## config.mk

```make
export PLATFORM = sky130hd
export DESIGN_NAME = spi_master_p
export DESIGN_NICKNAME = d
export VERILOG_FILES = /design/src/rtl/spi_pkg.sv /design/src/rtl/spi_clk_gen.sv /design/src/rtl/spi_master_p.sv
export SDC_FILE = /design/constraint.sdc
export NUM_CORES = 1
export LEC_CHECK = 0
export BUFFER_PORTS_ARGS = -buffer_cell sky130_fd_sc_hd__buf_2
export CAP_MARGIN = 20
export CORE_UTILIZATION = 54
export CTS_CLUSTER_DIAMETER = 80
export DETAILED_ROUTE_END_ITERATION = 10
export PLACE_DENSITY_LB_ADDON = 0.25
export SETUP_SLACK_MARGIN = 0.4
export SLEW_MARGIN = 20
export SYNTH_ARGS = -nofsm -noshare
export SYNTH_HDL_FRONTEND = slang
export SYNTH_HIERARCHICAL = 1
export SYNTH_SLANG_ARGS = --single-unit
```

## constraint.sdc

```tcl
create_clock -name clk -period 2.55 [get_ports clk]
set_input_delay 0.3825 -clock clk [delete_from_list [all_inputs] [get_ports clk]]
set_output_delay 0.3825 -clock clk [all_outputs]
set_load 0.05 [all_outputs]
```

## src/rtl/spi_pkg.sv

```systemverilog
// spi_pkg: shared FSM state type, parameter ranges and width helper for the SPI master
package spi_pkg;
  typedef enum logic [1:0] {IDLE, SETUP, XFER, HOLD} state_e;
  localparam int unsigned DATA_W_MIN = 4;
  localparam int unsigned DATA_W_MAX = 32;
  localparam int unsigned DIV_MIN = 2;
  localparam int unsigned DIV_MAX = 65535;
  localparam int unsigned NUM_SS_MAX = 16;
  function automatic int unsigned cnt_w(input int unsigned n);
    return (n > 1) ? $clog2(n) : 1;
  endfunction
endpackage

```

## src/rtl/spi_clk_gen.sv

```systemverilog
// spi_clk_gen: half-period divider producing the tick and leading/trailing sclk edge strobes
module spi_clk_gen
  import spi_pkg::*;
#(
  parameter int unsigned DIV = 4
) (
  input  logic clk,
  input  logic rst_n,
  input  logic en_i,
  input  logic act_i,
  output logic tick_o,
  output logic lead_o,
  output logic trail_o
);
  localparam int unsigned CW = cnt_w(DIV);
  logic [CW-1:0] cnt_q, cnt_d;
  logic ph_q, ph_d;
  logic edge_s;
  // the counter wraps on every tick, so each state change restarts it at 0
  always_comb begin
    tick_o = cnt_q == CW'(DIV - 1);
    edge_s = tick_o && act_i;
    lead_o = edge_s && !ph_q;
    trail_o = edge_s && ph_q;
    cnt_d = (!en_i || tick_o) ? '0 : cnt_q + 1'b1;
    ph_d = en_i ? ph_q ^ edge_s : 1'b0;
  end
  always_ff @(posedge clk or negedge rst_n) begin
    if (!rst_n) begin
      cnt_q <= '0;
      ph_q <= 1'b0;
    end else begin
      cnt_q <= cnt_d;
      ph_q <= ph_d;
    end
  end
endmodule

```

## src/rtl/spi_master_p.sv

```systemverilog
// spi_master_p: single-frame SPI master with configurable mode, divider and slave selects
module spi_master_p
  import spi_pkg::*;
#(
  parameter int unsigned DATA_W = 8,
  parameter int unsigned DIV = 4,
  parameter int unsigned NUM_SS = 4,
  parameter bit CPOL = 1'b0,
  parameter bit CPHA = 1'b0
) (
  input  logic                      clk,
  input  logic                      rst_n,
  input  logic                      start,
  input  logic [DATA_W-1:0]         tx_data,
  input  logic [cnt_w(NUM_SS)-1:0]  ss_sel,
  output logic                      busy,
  output logic                      done,
  output logic [DATA_W-1:0]         rx_data,
  output logic                      sclk,
  output logic                      mosi,
  output logic [NUM_SS-1:0]         ss_n,
  input  logic                      miso
);
  localparam int unsigned BW = cnt_w(DATA_W);
  if (DATA_W < DATA_W_MIN || DATA_W > DATA_W_MAX || DIV < DIV_MIN || DIV > DIV_MAX ||
      NUM_SS < 1 || NUM_SS > NUM_SS_MAX) begin : g_param_err
    $error("spi_master_p: parameter out of range");
  end
  state_e state_q, state_d;
  logic [cnt_w(NUM_SS)-1:0] sel_q, sel_d;
  logic [DATA_W-1:0] tx_q, tx_d, rs_q, rs_d, rx_q, rx_d;
  logic [BW-1:0] bit_q, bit_d;
  logic arm_q, done_q, done_d, sclk_q, sclk_d, mosi_q, mosi_d;
  logic tick, lead, trail, accept;
  spi_clk_gen #(.DIV(DIV)) u_clk_gen (
    .clk     (clk),
    .rst_n   (rst_n),
    .en_i    (busy),
    .act_i   (state_q == SETUP || state_q == XFER),
    .tick_o  (tick),
    .lead_o  (lead),
    .trail_o (trail)
  );
  assign busy = state_q != IDLE;
  assign done = done_q;
  assign rx_data = rx_q;
  assign sclk = sclk_q;
  assign mosi = mosi_q;
  assign ss_n = busy ? ~(NUM_SS'(1) << sel_q) : '1;
  // arm_q blocks acceptance on the first edge after reset; done_q blocks it in the done cycle
  assign accept = start && arm_q && !done_q;
  always_comb begin
    state_d = state_q;
    done_d = 1'b0;
    sel_d = sel_q;
    tx_d = tx_q;
    mosi_d = mosi_q;
    rs_d = rs_q;
    rx_d = rx_q;
    bit_d = bit_q;
    sclk_d = sclk_q ^ (lead || trail);
    if (CPHA ? lead : trail) {mosi_d, tx_d} = {tx_q, 1'b0};
    if (CPHA ? trail : lead) rs_d = {rs_q[DATA_W-2:0], miso};
    if (trail) bit_d = bit_q + 1'b1;
    case (state_q)
      IDLE: if (accept) begin
        state_d = SETUP;
        sel_d = (32'(ss_sel) < NUM_SS) ? ss_sel : '0;
        {mosi_d, tx_d} = CPHA ? {1'b0, tx_data} : {tx_data, 1'b0};
        bit_d = '0;
        rs_d = '0;
      end
      SETUP: if (tick) state_d = XFER;
      XFER: if (trail && bit_q == BW'(DATA_W - 1)) state_d = HOLD;
      HOLD: if (tick) begin
        state_d = IDLE;
        done_d = 1'b1;
        rx_d = rs_q;
        mosi_d = 1'b0;
      end
      default: state_d = IDLE;
    endcase
  end
  always_ff @(posedge clk or negedge rst_n) begin
    if (!rst_n) begin
      state_q <= IDLE;
      arm_q <= 1'b0;
      done_q <= 1'b0;
      sel_q <= '0;
      tx_q <= '0;
      rs_q <= '0;
      rx_q <= '0;
      bit_q <= '0;
      sclk_q <= CPOL;
      mosi_q <= 1'b0;
    end else begin
      state_q <= state_d;
      arm_q <= 1'b1;
      done_q <= done_d;
      sel_q <= sel_d;
      tx_q <= tx_d;
      rs_q <= rs_d;
      rx_q <= rx_d;
      bit_q <= bit_d;
      sclk_q <= sclk_d;
      mosi_q <= mosi_d;
    end
  end
endmodule

```

== Yosys cells after proc, flatten, opt, wreduce, memory -nomap -nowiden ==
Cells that the tools add are included.

* Flip-flop bits (word level): 38
* Bits of input ports: 14
* Output and inout port bits: 16
* Word-level logic and storage cells: 67

* $add $sub $neg: 2
* Equal/unequal tests: 9
* Shifts and indexed selects: 1
* Mux-type cells: 23
* Bitwise operators: 3
* Reductions and logical operators: 17

{| class="wikitable"
|+ Operators by type and width
! kind !! count
|-
| $mux 8 || 6
|-
| $mux 2 || 5
|-
| $mux 3 || 3
|-
| $pmux 2 s4 || 1
|-
| $eq 2x2->1 const B || 3
|-
| $logic_and 1x1->1 || 6
|-
| $mux 1 || 6
|-
| $ne 2x2->1 const B || 3
|-
| $mux 4 || 1
|-
| $not 4->4 || 1
|-
| $reduce_and 2->1 || 2
|-
| $reduce_and 4->1 || 1
|-
| $shl 1x2->4 const A || 1
|-
| $add 3x1->3 const B || 1
|-
| $eq 3x3->1 const B || 1
|-
| $logic_not 1->1 || 3
|-
| $logic_or 1x1->1 || 3
|-
| $add 2x1->2 const B || 1
|-
| $eq 2x1->1 const B || 1
|-
| $logic_not 2->1 || 1
|-
| $ne 2x1->1 const B || 1
|-
| $pmux 1 s2 || 1
|-
| $reduce_bool 2->1 || 1
|-
| $xor 1x1->1 || 2
|}

== Depth between registers and ports, before layout ==
Gate-level depths: netlist of the first run.

* Depth after elaboration: 7
* Gate-level depth with buffers: 8
* Depth with buffers taken out: 7

== Modules after synthesis ==
Netlist of the first run, hierarchy kept.

{| class="wikitable"
|+ Modules (own cells, without submodules)
! module !! instances !! cells each !! area each (um^2) !! seq. area each (um^2)
|-
| spi_master_p || 1 || 131 || 1542.7 || 875.8
|-
| spi_clk_gen || 1 || 11 || 151.4 || 75.1
|}

== Worst setup path after synthesis of the first run ==
OpenSTA, ideal clock, no wires.

* Path kind: register -> register
* From: register state_q[0]
* To: register state_q[1]
* Setup time: 127 ps
* Arrival: 1864 ps
* Data required time: 2423 ps
* Slack: 559 ps
* Stages on the path, launching flop included: 9
* Path buffers: 1
* Clock period less this slack: 1991 ps
* Path through: dfrtp_1 -> inv_1 -> ha_1 -> and2_2 -> ha_1 -> buf_2 -> nand2_1 -> a222oi_1 -> mux2_1

* Elaborated cells between the ends (all ways): 14
* Classes of those cells: eq/ne: 7; mux: 1; reduce/logical: 6

{| class="wikitable"
|+ RTL lines
! element !! line !! source
|-
| start: declaration || spi_master_p.sv:29 || <nowiki>state_e state_q, state_d;</nowiki>
|-
| start signal: assignment || spi_master_p.sv:97 || <nowiki>state_q <= state_d;</nowiki>
|-
| $eq 2x2->1, or another cell as far along || spi_master_p.sv:65 || <nowiki>case (state_q)</nowiki>
|-
| $pmux 2 s4 * || spi_master_p.sv:65 ||
|-
| net state_d[1] || spi_master_p.sv:29 ||
|}

Mark *: on every way through the listed nets, which the timed path passes. The rest lies on a longest branch.
A chain may end at the register's enable or synchronous reset.

== Worst setup path after layout of the first run ==
Same ends and word-level chain as after synthesis.

==> impl_metrics.py, run 1 <==
metrics = {
    "pwr": {
        "p_sw_share_pct": 44.7,
        "seq_power_share_pct": 39.1,
        "power_leakage_nw": 0.955,
        "switchingPower_mw": 1.15,
        "finalPower_mw": 2.57,
        "clkPwrFrac_pct": 12.9,
        "cellPowerDensity_mw_per_mm2": 1310,
        "intPower_mw": 1.42,
        "comb_power_share_pct": 48.0,
        "ir_drop_mv": 0.728,
    },
    "route": {
        "final_antenna_net_count": 0,
        "wl_microns": 3060,
        "drtIter0Drc": 70,
        "first_pass_iters": 7,
        "drc": 3,
        "routed_via_density": 5.39,
        "wl_per_cell_microns": 14.6,
        "num_vias": 1131,
    },
    "logic_synthesis": {
        "ys_ff_latch": 38,
        "yosysTopAreaCell": "dfrtp_1",
        "synthCells": 142,
        "seq_area_frac_synth_pct": 56.1,
        "synth_area_leaders": "dfrtp_1 (56%), mux2i_1 (11%), ha_1 (6.6%), mux2_2 (5.3%), nand2_1 (2.9%)",
        "synth_nets": 165,
        "ys_warn_count": 6,
        "avgSynthCellArea_sq_um": 11.9,
        "ys_types": 26,
        "syn_area_sq_mm": 0.00169,
        "netlist.area_leader.share_pct": 56.1,
    },
    "sta": {
        "finalClockSkew_ns": 0.00627,
        "relSlewSlack_pct": 44.8,
        "fin_setup_tns_ns": 0,
        "tightest_slew_ns": 0.828,
        "timing.hold.ws_ns": 0.123,
        "slew_viol_final": 0,
        "setup_viol_count_final": 0,
        "fmax_mhz": 471,
        "final.period_utilization_pct": 83.3,
        "worst_slack_ns": 0.426,
        "rsz0062_at_grt": "false",
        "finalCriticalPeriod_ns": 2.12,
        "hold_viol": 0,
    },
    "min_path": {
        "hold_class": "input port to async pin",
    },
    "clock_network": {
        "clock_sinks": 38,
        "clock-root-buffer": "clkbuf_4",
        "ctsHoldBuffers": 0,
        "clkTransAtPathRegs_ns": 0.12,
        "htreeDepth": 2,
        "cts_buffers": 5,
        "clk_latency_ns": 0.34,
        "cts_tree": "yes",
        "clockBufferDepth": 2,
    },
    "global_routing": {
        "first_global_vias": 1214,
        "antenna_found_initial": 0,
        "gr-total-overflow": 0,
        "grt_pass1_wl_microns": 5200,
        "grt_max_degree": 39,
        "grt_use_total_pct": 21.3,
    },
    "critical_path": {
        "worst_r2r_endpoint": "state_q[1]$_DFFE_PN0P_",
        "crit_buf_inv": 1,
        "required_ns": 2.78,
        "worst_setup_path_end_kind": "flop",
        "cp.depth": 7,
        "path_cells": "inv_1 -> ha_2 -> and2_2 -> ha_1 -> nand2_1 -> a222oi_1 -> mux2_1",
        "r2r_setup_slack_ns": 0.43,
        "cp-start-kind": "flop",
        "worstPathMaxFanout": 4,
        "crit_family": "adder cells",
        "reg2reg_from": "state_q[0]$_DFFE_PN0P_",
        "crit_type": "flop to flop",
        "critPathSlowestCell": "a222oi_1",
        "slowest_delay_ns": 0.40,
        "worstPathArrival_ns": 2.36,
        "r2r_cells": 7,
    },
    "die": {
        "dieArea_sq_mm": 0.00337,
        "initial_core_util_pct": 59.4,
        "die_w_microns": 58.0,
        "die_h_microns": 58.0,
        "io_pins": 30,
        "rows": 19,
        "core-area_sq_mm": 0.00285,
    },
    "layout": {
        "layout-drive-gt1-share_pct": 30.2,
        "nets": 201,
        "fin_util_pct": 68.9,
        "final_area_sq_mm": 0.00196,
        "multi_input_comb_area_sq_um": 694,
        "fin_cells": 210,
        "num_antenna_cells": 0,
        "area_growth_pct": 16.0,
        "nFillCells": 223,
        "register_area_sq_um": 951,
    },
    "flow_run": {
        "cap_violations": 0,
    },
    "place": {
        "dpl_cell_area_sq_mm": 0.00187,
        "place.gp.congestion": 0.803,
        "dpl_worst_slack_ns": 0.441,
        "port_buffers": 29,
        "dpl.hpwl_microns": 2180,
        "placedCellCount": 198,
    },
    "run_status": {
        "status": "finished with violations",
        "violations": "DRC",
    },
}
-- cell usage in the layout (no fill, tap or decap), drive strengths merged --
cell and n:
a221oi 1, a222oi 1, and2 1, and3b 1, and4b 1, buf 35, clkbuf 6, clkinv 1
clkinvlp 1, conb 1, dfrtp 38, ha 9, inv 7, mux2 9, mux2i 19, nand2 13
nand3 2, nand3b 2, nand4b 1, nor2 13, nor2b 1, nor3b 2, o21ai 9, or2 1
or3 2, xnor2 2
-- worst register-to-register path, stage by stage, from the launching register on --
cell      delay [ns]
dfrtp_1         0.39
inv_1           0.09
ha_2            0.36
and2_2          0.17
ha_1            0.17
nand2_1         0.06
a222oi_1        0.40
mux2_1          0.38
-- metal layers --
| metal | vias up | wire [microns] | global-route usage, % |
|---|---|---|---|
| met5 | - | 0 | 0 |
| met2 | 25 | 1610 | 36.8 |
| met3 | 7 | 138 | 6.70 |
| li1 | 553 | - | - |
| met4 | 0 | 53 | 9.52 |
| met1 | 546 | 1260 | 24.1 |
-- cells in the mapped netlist --
cell	number
dfrtp_1	38
mux2i_1	19
nand2_1	13
nor2_1	13
ha_1	9
o21ai_0	9
mux2_2	8
inv_1	7
clkbuf_1	4
buf_2	2
nand3_1	2
nand3b_1	2
or3_1	2
xnor2_1	2
a221oi_1	1
a222oi_1	1
and2_2	1
and3b_1	1
and4b_1	1
conb_1	1
mux2_1	1
nand4b_1	1
nor2b_1	1
nor3b_1	1
nor3b_2	1
or2_0	1
-- registers in the layout (all words and copies together) (netlist names) --
| signal | flops |
|---|---|
| mosi | 1 |
| u_clk_gen/cnt_q | 2 |
| state_q | 2 |
| rs_q | 8 |
| done | 1 |
| rx_data | 8 |
| sel_q | 2 |
| bit_q | 3 |
| tx_q | 8 |
| arm_q | 1 |
| sclk | 1 |
| u_clk_gen/ph_q | 1 |
-- power groups by stage --
stage | registers, mW | clock network (mW) | logic (mW)
2_1_floorplan | 1.27 | 0 | 0.626
3_3_place_gp | 1.00 | 0 | 1.11
3_5_place_dp | 1.02 | 0 | 1.16
4_1_cts | 1.01 | 0.345 | 1.16
5_1_grt | 1.04 | 0.364 | 1.32
6_report | 1.00 | 0.332 | 1.23
-- worst max-delay path by stage --
stage / from / endpoint
after floorplan: state_q[0]$_DFFE_PN0P_ / state_q[1]$_DFFE_PN0P_
after global placement: state_q[0]$_DFFE_PN0P_ / state_q[1]$_DFFE_PN0P_
after detailed placement: state_q[0]$_DFFE_PN0P_ / state_q[1]$_DFFE_PN0P_
after CTS: state_q[0]$_DFFE_PN0P_ / ss_n[3]
after global routing: state_q[0]$_DFFE_PN0P_ / state_q[1]$_DFFE_PN0P_
final: state_q[0]$_DFFE_PN0P_ / state_q[1]$_DFFE_PN0P_
-- cell families (layout without fill, tap and decap cells) --
logic type,count (synthesis),count (layout),share of synthesized area (%)
simple gates,40,40,12.0
flops,38,38,56.1
mux,28,28,17.2
buf+inv,13,50,3.03
compound gates,11,11,3.77
fa+ha+maj,9,9,6.65
xor+xnor,2,2,1.03
other cells,1,1,0.221
-- layout make-up --
| cell class | count | area share, % |
|---|---|---|
| inverters | 7 | 1.34 |
| multi-input cells | 91 | 35.4 |
| clock buffers | 6 | 2.61 |
| flip-flops and latches | 38 | 48.4 |
| well taps | 31 | 1.97 |
| clock inverters | 2 | 0.637 |
| repair buffers | 35 | 9.68 |
-- what timing repair did --
item	4_1_cts	5_1_grt
buffers inserted	0	4
setup endpoints to repair	0	5
resized for setup	0	1
No activity file was read; power rests on OpenSTA's default activity.
==> run 2, diff against run 1 <==
--- a/config.mk
+++ b/config.mk
@@ -7,7 +7,7 @@
 export LEC_CHECK = 0
 export BUFFER_PORTS_ARGS = -buffer_cell sky130_fd_sc_hd__buf_2
 export CAP_MARGIN = 20
-export CORE_UTILIZATION = 54
+export CORE_UTILIZATION = 49
 export CTS_CLUSTER_DIAMETER = 80
 export DETAILED_ROUTE_END_ITERATION = 10
 export PLACE_DENSITY_LB_ADDON = 0.25
==> constraint.sdc (replaced) <==
create_clock -name clk -period 1.9 [get_ports clk]
set_input_delay 0.285 -clock clk [delete_from_list [all_inputs] [get_ports clk]]
set_output_delay 0.285 -clock clk [all_outputs]
set_load 0.05 [all_outputs]
==> run 2 against run 1 <==
  * The run now ends clean
  * Critical path depth decreased by 2
  * Sequential cell count is the same
  * Clock power increased by 33%
  * Hold slack better by 0.011 ns
  * Clock skew rose by 0.0055 ns
  * Sequential share of layout area decreased by 7.0 points
  * Largest cell class unchanged
  * Via count increased by 5.6%
  * Largest power group unchanged
==> impl_metrics.py, run 2 (synthesized netlist as in run 1, its figures left out) <==
metrics = {
    "die": {
        "io_pins": 30,
        "core-area_sq_mm": 0.00318,
        "die_h_microns": 60.8,
        "die_w_microns": 60.8,
        "dieArea_sq_mm": 0.00370,
        "initial_core_util_pct": 53.3,
        "rows": 20,
    },
    "place": {
        "port_buffers": 29,
        "place.gp.congestion": 0.777,
        "dpl_worst_slack_ns": -0.00356,
        "dpl.hpwl_microns": 2010,
    },
    "layout": {
        "nFillCells": 233,
        "final_cell_mix": "dfrtp_1 (38), buf_2 (24), mux2i_1 (19)",
        "area_growth_pct": 35.5,
        "register_area_sq_um": 951,
        "layout-drive-gt1-share_pct": 42.8,
        "multi_input_comb_area_sq_um": 807,
        "nets": 216,
        "final_common_cell": "dfrtp_1",
        "num_antenna_cells": 0,
    },
    "sta": {
        "timing.hold.ws_ns": 0.134,
        "finalCriticalPeriod_ns": 1.84,
        "setup_viol_count_final": 0,
        "hold_viol": 0,
        "fmax_mhz": 544,
        "finalClockSkew_ns": 0.0118,
        "worst_slack_ns": 0.0631,
        "rsz0062_at_grt": "true",
        "slew_viol_final": 0,
        "final.period_utilization_pct": 96.7,
    },
    "global_routing": {
        "grt_max_degree": 39,
        "grt_use_total_pct": 19.7,
        "first_global_vias": 1187,
        "grt_pass1_wl_microns": 5140,
        "antenna_found_initial": 0,
        "gr-total-overflow": 0,
    },
    "critical_path": {
        "crit_start": "state_q[1]$_DFFE_PN0P_",
        "reg2reg_from": "state_q[1]$_DFFE_PN0P_",
        "r2r_cells": 5,
        "worst_r2r_endpoint": "state_q[1]$_DFFE_PN0P_",
        "required_ns": 2.15,
        "worstPathArrival_ns": 2.09,
        "cp-start-kind": "flop",
        "worst_setup_path_end_kind": "flop",
        "path_cells": "buf_4 -> ha_2 -> or2_0 -> a222oi_1 -> mux2_1",
        "crit_type": "flop to flop",
        "r2r_setup_slack_ns": 0.06,
        "critPathSlowestCell": "dfrtp_1",
        "crit_end": "state_q[1]$_DFFE_PN0P_",
        "worstPathMaxFanout": 3,
        "slowest_delay_ns": 0.42,
    },
    "route": {
        "drc": 0,
        "wl_microns": 3510,
        "wl_per_cell_microns": 14.8,
        "first_pass_iters": 4,
        "num_vias": 1194,
        "final_antenna_net_count": 0,
        "drtIter0Drc": 26,
        "routed_via_density": 5.02,
    },
    "clock_network": {
        "htreeDepth": 2,
        "clock-root-buffer": "clkbuf_4",
        "cts_buffers": 5,
        "clockBufferDepth": 2,
        "clock_sinks": 38,
        "clk_latency_ns": 0.35,
        "clkTransAtPathRegs_ns": 0.11,
        "cts_tree": "yes",
    },
    "pwr": {
        "ir_drop_mv": 0.963,
        "intPower_mw": 2.21,
        "cellPowerDensity_mw_per_mm2": 1700,
        "clkPwrFrac_pct": 11.3,
        "switchingPower_mw": 1.69,
        "seq_power_share_pct": 35.1,
        "power_leakage_nw": 1.07,
        "p_sw_share_pct": 43.3,
        "comb_power_share_pct": 53.6,
    },
    "run_status": {
        "status": "completed",
    },
    "min_path": {
        "hold_class": "input port to flop",
        "hold_depth": 3,
    },
    "flow_run": {
        "cap_violations": 0,
    },
}
run 2: how the worst min path moves through the flow:
stage / start / slack, ns / to
after CTS: tx_data[5] / 0.12 / tx_q[6]$_DFF_PN0_
after floorplan: rst_n / -0.01 / arm_q$_DFF_PN0_
after global routing: ss_sel[0] / 0.14 / sel_q[0]$_DFFE_PN0P_
after global placement: rst_n / 0.35 / sel_q[0]$_DFFE_PN0P_
final: tx_data[5] / 0.13 / tx_q[6]$_DFF_PN0_
after detailed placement: rst_n / 0.36 / sel_q[0]$_DFFE_PN0P_
run 2: cell type report:
class                   count  share of cell area (%)
flip-flops and latches     38                    41.4
well taps                  44                    2.40
clock inverters             1                   0.218
repair buffers             50                    17.1
inverters                   7                    1.31
clock buffers               7                    2.40
multi-input cells          91                    35.2
run 2: critical path: cells and delay by family (launching register included):
family	cells	cell delay, ns
compound gates	1	0.40
mux	1	0.36
fa+ha+maj	1	0.18
buf+inv	1	0.15
flops	1	0.42
simple gates	1	0.23
run 2: timing repair:
| item | in CTS | in global routing |
|---|---|---|
| hold buffers | 1 | 0 |
| gates cloned | 0 | 1 |
| pin swaps | 4 | 4 |
| buffers inserted | 7 | 7 |
| endpoints found under the setup margin | 36 | 38 |
| resized for setup | 13 | 28 |
| hold endpoints to repair | 38 | 0 |
run 2: power by group through the flow:
stage | Sequential [mW] | Clock, mW | Combinational, mW
floorplan | 1.72 | 0 | 0.938
global placement | 1.37 | 0 | 1.61
detailed placement | 1.39 | 0 | 1.68
CTS | 1.36 | 0.454 | 1.91
global route | 1.41 | 0.483 | 2.23
finish | 1.37 | 0.441 | 2.09
run 2: through the flow:
step | cell area [sq um] | utilization, % | TNS [ns] | cells | power (mW)
6_report | 2290 | 72.2 | 0 | 238 | 3.89
5_1_grt | 2290 | 72.2 | -0.0212 | 238 | 4.12
4_1_cts | 2130 | 66.9 | 0 | 230 | 3.73
3_5_place_dp | 1960 | 61.7 | -0.00356 | 214 | 3.07
3_3_place_gp | 1960 | 61.7 | 0 | 214 | 2.98
2_1_floorplan | 1770 | - | -0.0187 | 142 | 2.66
run 2: routing by layer:
metal,GRT usage [%],vias to the layer above,part of all wire (%)
li1,-,579,-
met1,20.9,581,44
met2,35.5,27,51
met3,5.76,7,3.4
met4,10.1,0,2.2
met5,0,-,0
==> run 3, diff against run 2 <==
--- a/config.mk
+++ b/config.mk
@@ -6,7 +6,7 @@
 export NUM_CORES = 1
 export LEC_CHECK = 0
 export BUFFER_PORTS_ARGS = -buffer_cell sky130_fd_sc_hd__buf_2
-export CAP_MARGIN = 20
+export CORE_MARGIN = 8
 export CORE_UTILIZATION = 49
 export CTS_CLUSTER_DIAMETER = 80
 export DETAILED_ROUTE_END_ITERATION = 10
==> run 3 against run 2 <==
  * The flow now finishes with violations (setup timing)
  * Critical path depth is 2 higher
  * Fmax is 5.0% lower
  * Cell area is 0.33% lower
  * Via count is 0.25% lower
  * Clock-buffer cell count stayed put
  * Sequential share of layout area is 0.14 points higher
  * Clock skew is 0.0016 ns higher
  * First-iteration DRC count grew to 2.7 times the previous value
  * Sequential power hardly changed
  * Core utilization is 3.7 points lower
  * Wire length is 0.31% lower
  * Critical path type unchanged
  * Critical endpoint unchanged
  * Largest cell class unchanged
==> impl_metrics.py, run 3 (synthesized netlist as in run 1, its figures left out) <==
metrics = {
    "min_path": {
        "worstHoldStart": "tx_data[3]",
        "hold_class": "input port to flop",
        "min_to": "tx_q[4]$_DFF_PN0_",
        "hold_depth": 3,
    },
    "clock_network": {
        "cts_buffers": 5,
        "clkTransAtPathRegs_ns": 0.11,
        "cts_tree": "yes",
        "clock-root-buffer": "clkbuf_4",
        "clk_latency_ns": 0.34,
        "htreeDepth": 2,
        "clockBufferDepth": 2,
        "clock_sinks": 38,
    },
    "critical_path": {
        "crit_type": "flop to flop",
        "path_common_cell": "ha_4",
        "r2r_setup_slack_ns": -0.03,
        "worstPathMaxFanout": 3,
        "path_cells": "inv_2 -> ha_4 -> and2_4 -> ha_4 -> nand2_2 -> a222oi_1 -> mux2_1",
        "reg2reg_from": "state_q[0]$_DFFE_PN0P_",
        "critPathSlowestCell": "dfrtp_1",
        "cp.depth": 7,
        "cp-start-kind": "flop",
        "crit_family": "flip-flops",
        "crit_buf_inv": 1,
        "slowest_delay_ns": 0.43,
        "worst_setup_path_end_kind": "flop",
        "required_ns": 2.13,
        "r2r_cells": 7,
        "worst_r2r_endpoint": "state_q[1]$_DFFE_PN0P_",
        "worstPathArrival_ns": 2.16,
    },
    "route": {
        "wl_met2_microns": 1700,
        "final_antenna_net_count": 0,
        "drc": 0,
        "routed_via_density": 5.00,
        "drtIter0Drc": 70,
        "wl_microns": 3500,
        "num_vias": 1191,
        "highest_layer": "met4",
        "met3WireLength_microns": 204,
        "first_pass_iters": 4,
        "met1_length_microns": 1490,
        "wl_per_cell_microns": 14.7,
    },
    "run_status": {
        "status": "finished with violations",
        "violations": "setup timing",
    },
    "global_routing": {
        "gr-total-overflow": 0,
        "grt_pass1_wl_microns": 5840,
        "antenna_found_initial": 0,
        "first_global_vias": 1308,
        "grt_max_degree": 39,
        "grt_use_total_pct": 13.9,
    },
    "die": {
        "core-area_sq_mm": 0.00334,
        "die_w_microns": 74.8,
        "rows": 21,
        "dieArea_sq_mm": 0.00560,
        "initial_core_util_pct": 50.8,
        "io_pins": 30,
        "die_h_microns": 74.8,
    },
    "sta": {
        "slew_viol_final": 0,
        "finalClockSkew_ns": 0.0133,
        "final.period_utilization_pct": 102,
        "rsz0062_at_grt": "true",
        "setup_viol_count_final": 2,
        "fmax_mhz": 517,
        "worst_slack_ns": -0.0331,
        "timing.hold.ws_ns": 0.143,
        "finalCriticalPeriod_ns": 1.93,
        "hold_viol": 0,
    },
    "layout": {
        "final_cell_mix": "dfrtp_1 (38), buf_2 (24), mux2i_1 (19)",
        "final_area_sq_mm": 0.00229,
        "nets": 214,
        "fin_cells": 238,
        "area_growth_pct": 35.0,
        "num_antenna_cells": 0,
        "layout-drive-gt1-share_pct": 43.2,
        "final_common_cell": "dfrtp_1",
        "nFillCells": 274,
    },
    "pwr": {
        "finalPower_mw": 3.96,
        "cellPowerDensity_mw_per_mm2": 1730,
        "ir_drop_mv": 1.11,
        "power_leakage_nw": 1.09,
    },
    "place": {
        "placedCellCount": 217,
        "dpl.hpwl_microns": 2300,
        "port_buffers": 29,
        "place.gp.congestion": 0.700,
        "dpl_cell_area_sq_mm": 0.00197,
    },
    "flow_run": {
        "cap_violations": 0,
    },
}
run 3: changes by cell type in the layout (fill, tap and decap cells not counted), moves of 2 or more:
cell,change
nand2_4,+2
buf_4,-3
buf_6,+2
ha_2,-2
nand2_1,-3
ha_1,+2
run 3: tightest hold or removal path, stage by stage:
cell     delay [ns]
buf_2          0.08
nand2_1        0.03
o21ai_0        0.05
run 3: repair_timing:
item | 4_1_cts | 5_1_grt
endpoints found under the setup margin | 36 | 35
hold endpoints to repair | 38 | 0
gates resized for setup | 23 | 18
cloned | 1 | 0
buffers inserted | 8 | 3
pin swaps | 6 | 2
hold buffers | 1 | 0
run 3: how the worst max path moves through the flow:
stage	start	to	slack, ns
after floorplan	state_q[1]$_DFFE_PN0P_	state_q[1]$_DFFE_PN0P_	-0.02
after CTS	state_q[0]$_DFFE_PN0P_	state_q[1]$_DFFE_PN0P_	0.03
after global placement	state_q[1]$_DFFE_PN0P_	state_q[1]$_DFFE_PN0P_	0.10
final	state_q[0]$_DFFE_PN0P_	state_q[1]$_DFFE_PN0P_	-0.03
after global routing	state_q[0]$_DFFE_PN0P_	state_q[0]$_DFFE_PN0P_	-0.12
after detailed placement	state_q[0]$_DFFE_PN0P_	state_q[1]$_DFFE_PN0P_	-0.02
run 3: where the power goes:
group / total (mW) / leakage, nW / switching, mW / internal (mW)
clock: 0.422 / 0.0353 / 0.242 / 0.179
sequential: 1.38 / 0.484 / 0.241 / 1.14
combinational: 2.15 / 0.570 / 1.21 / 0.940
total: 3.96 / 1.09 / 1.70 / 2.26
run 3: area by class of cell:
cell class | count | area (sq um) | area share, %
clock inverters | 1 | 5.00 | 0.219
repair buffers | 48 | 372 | 16.2
inverters | 7 | 30.0 | 1.31
well taps | 46 | 57.6 | 2.52
multi-input cells | 91 | 817 | 35.7
flip-flops and latches | 38 | 951 | 41.6
clock buffers | 7 | 55.1 | 2.41
run 3: layer usage:
layer / vias up / track usage (%)
met3: 12 / 4.79
met2: 33 / 23.7
met4: 0 / 7.39
li1: 577 / -
met1: 569 / 14.7
met5: - / 0
run 3: per-stage QoR:
stage | setup WS, ns | utilization (%) | TNS, ns
2_1_floorplan | -0.0187 | - | -0.0187
5_1_grt | -0.117 | 68.5 | -0.286
3_5_place_dp | -0.0188 | 59.1 | -0.0188
4_1_cts | 0.0328 | 65.6 | 0
6_report | -0.0331 | 68.5 | -0.0344
3_3_place_gp | 0.101 | 59.1 | 0
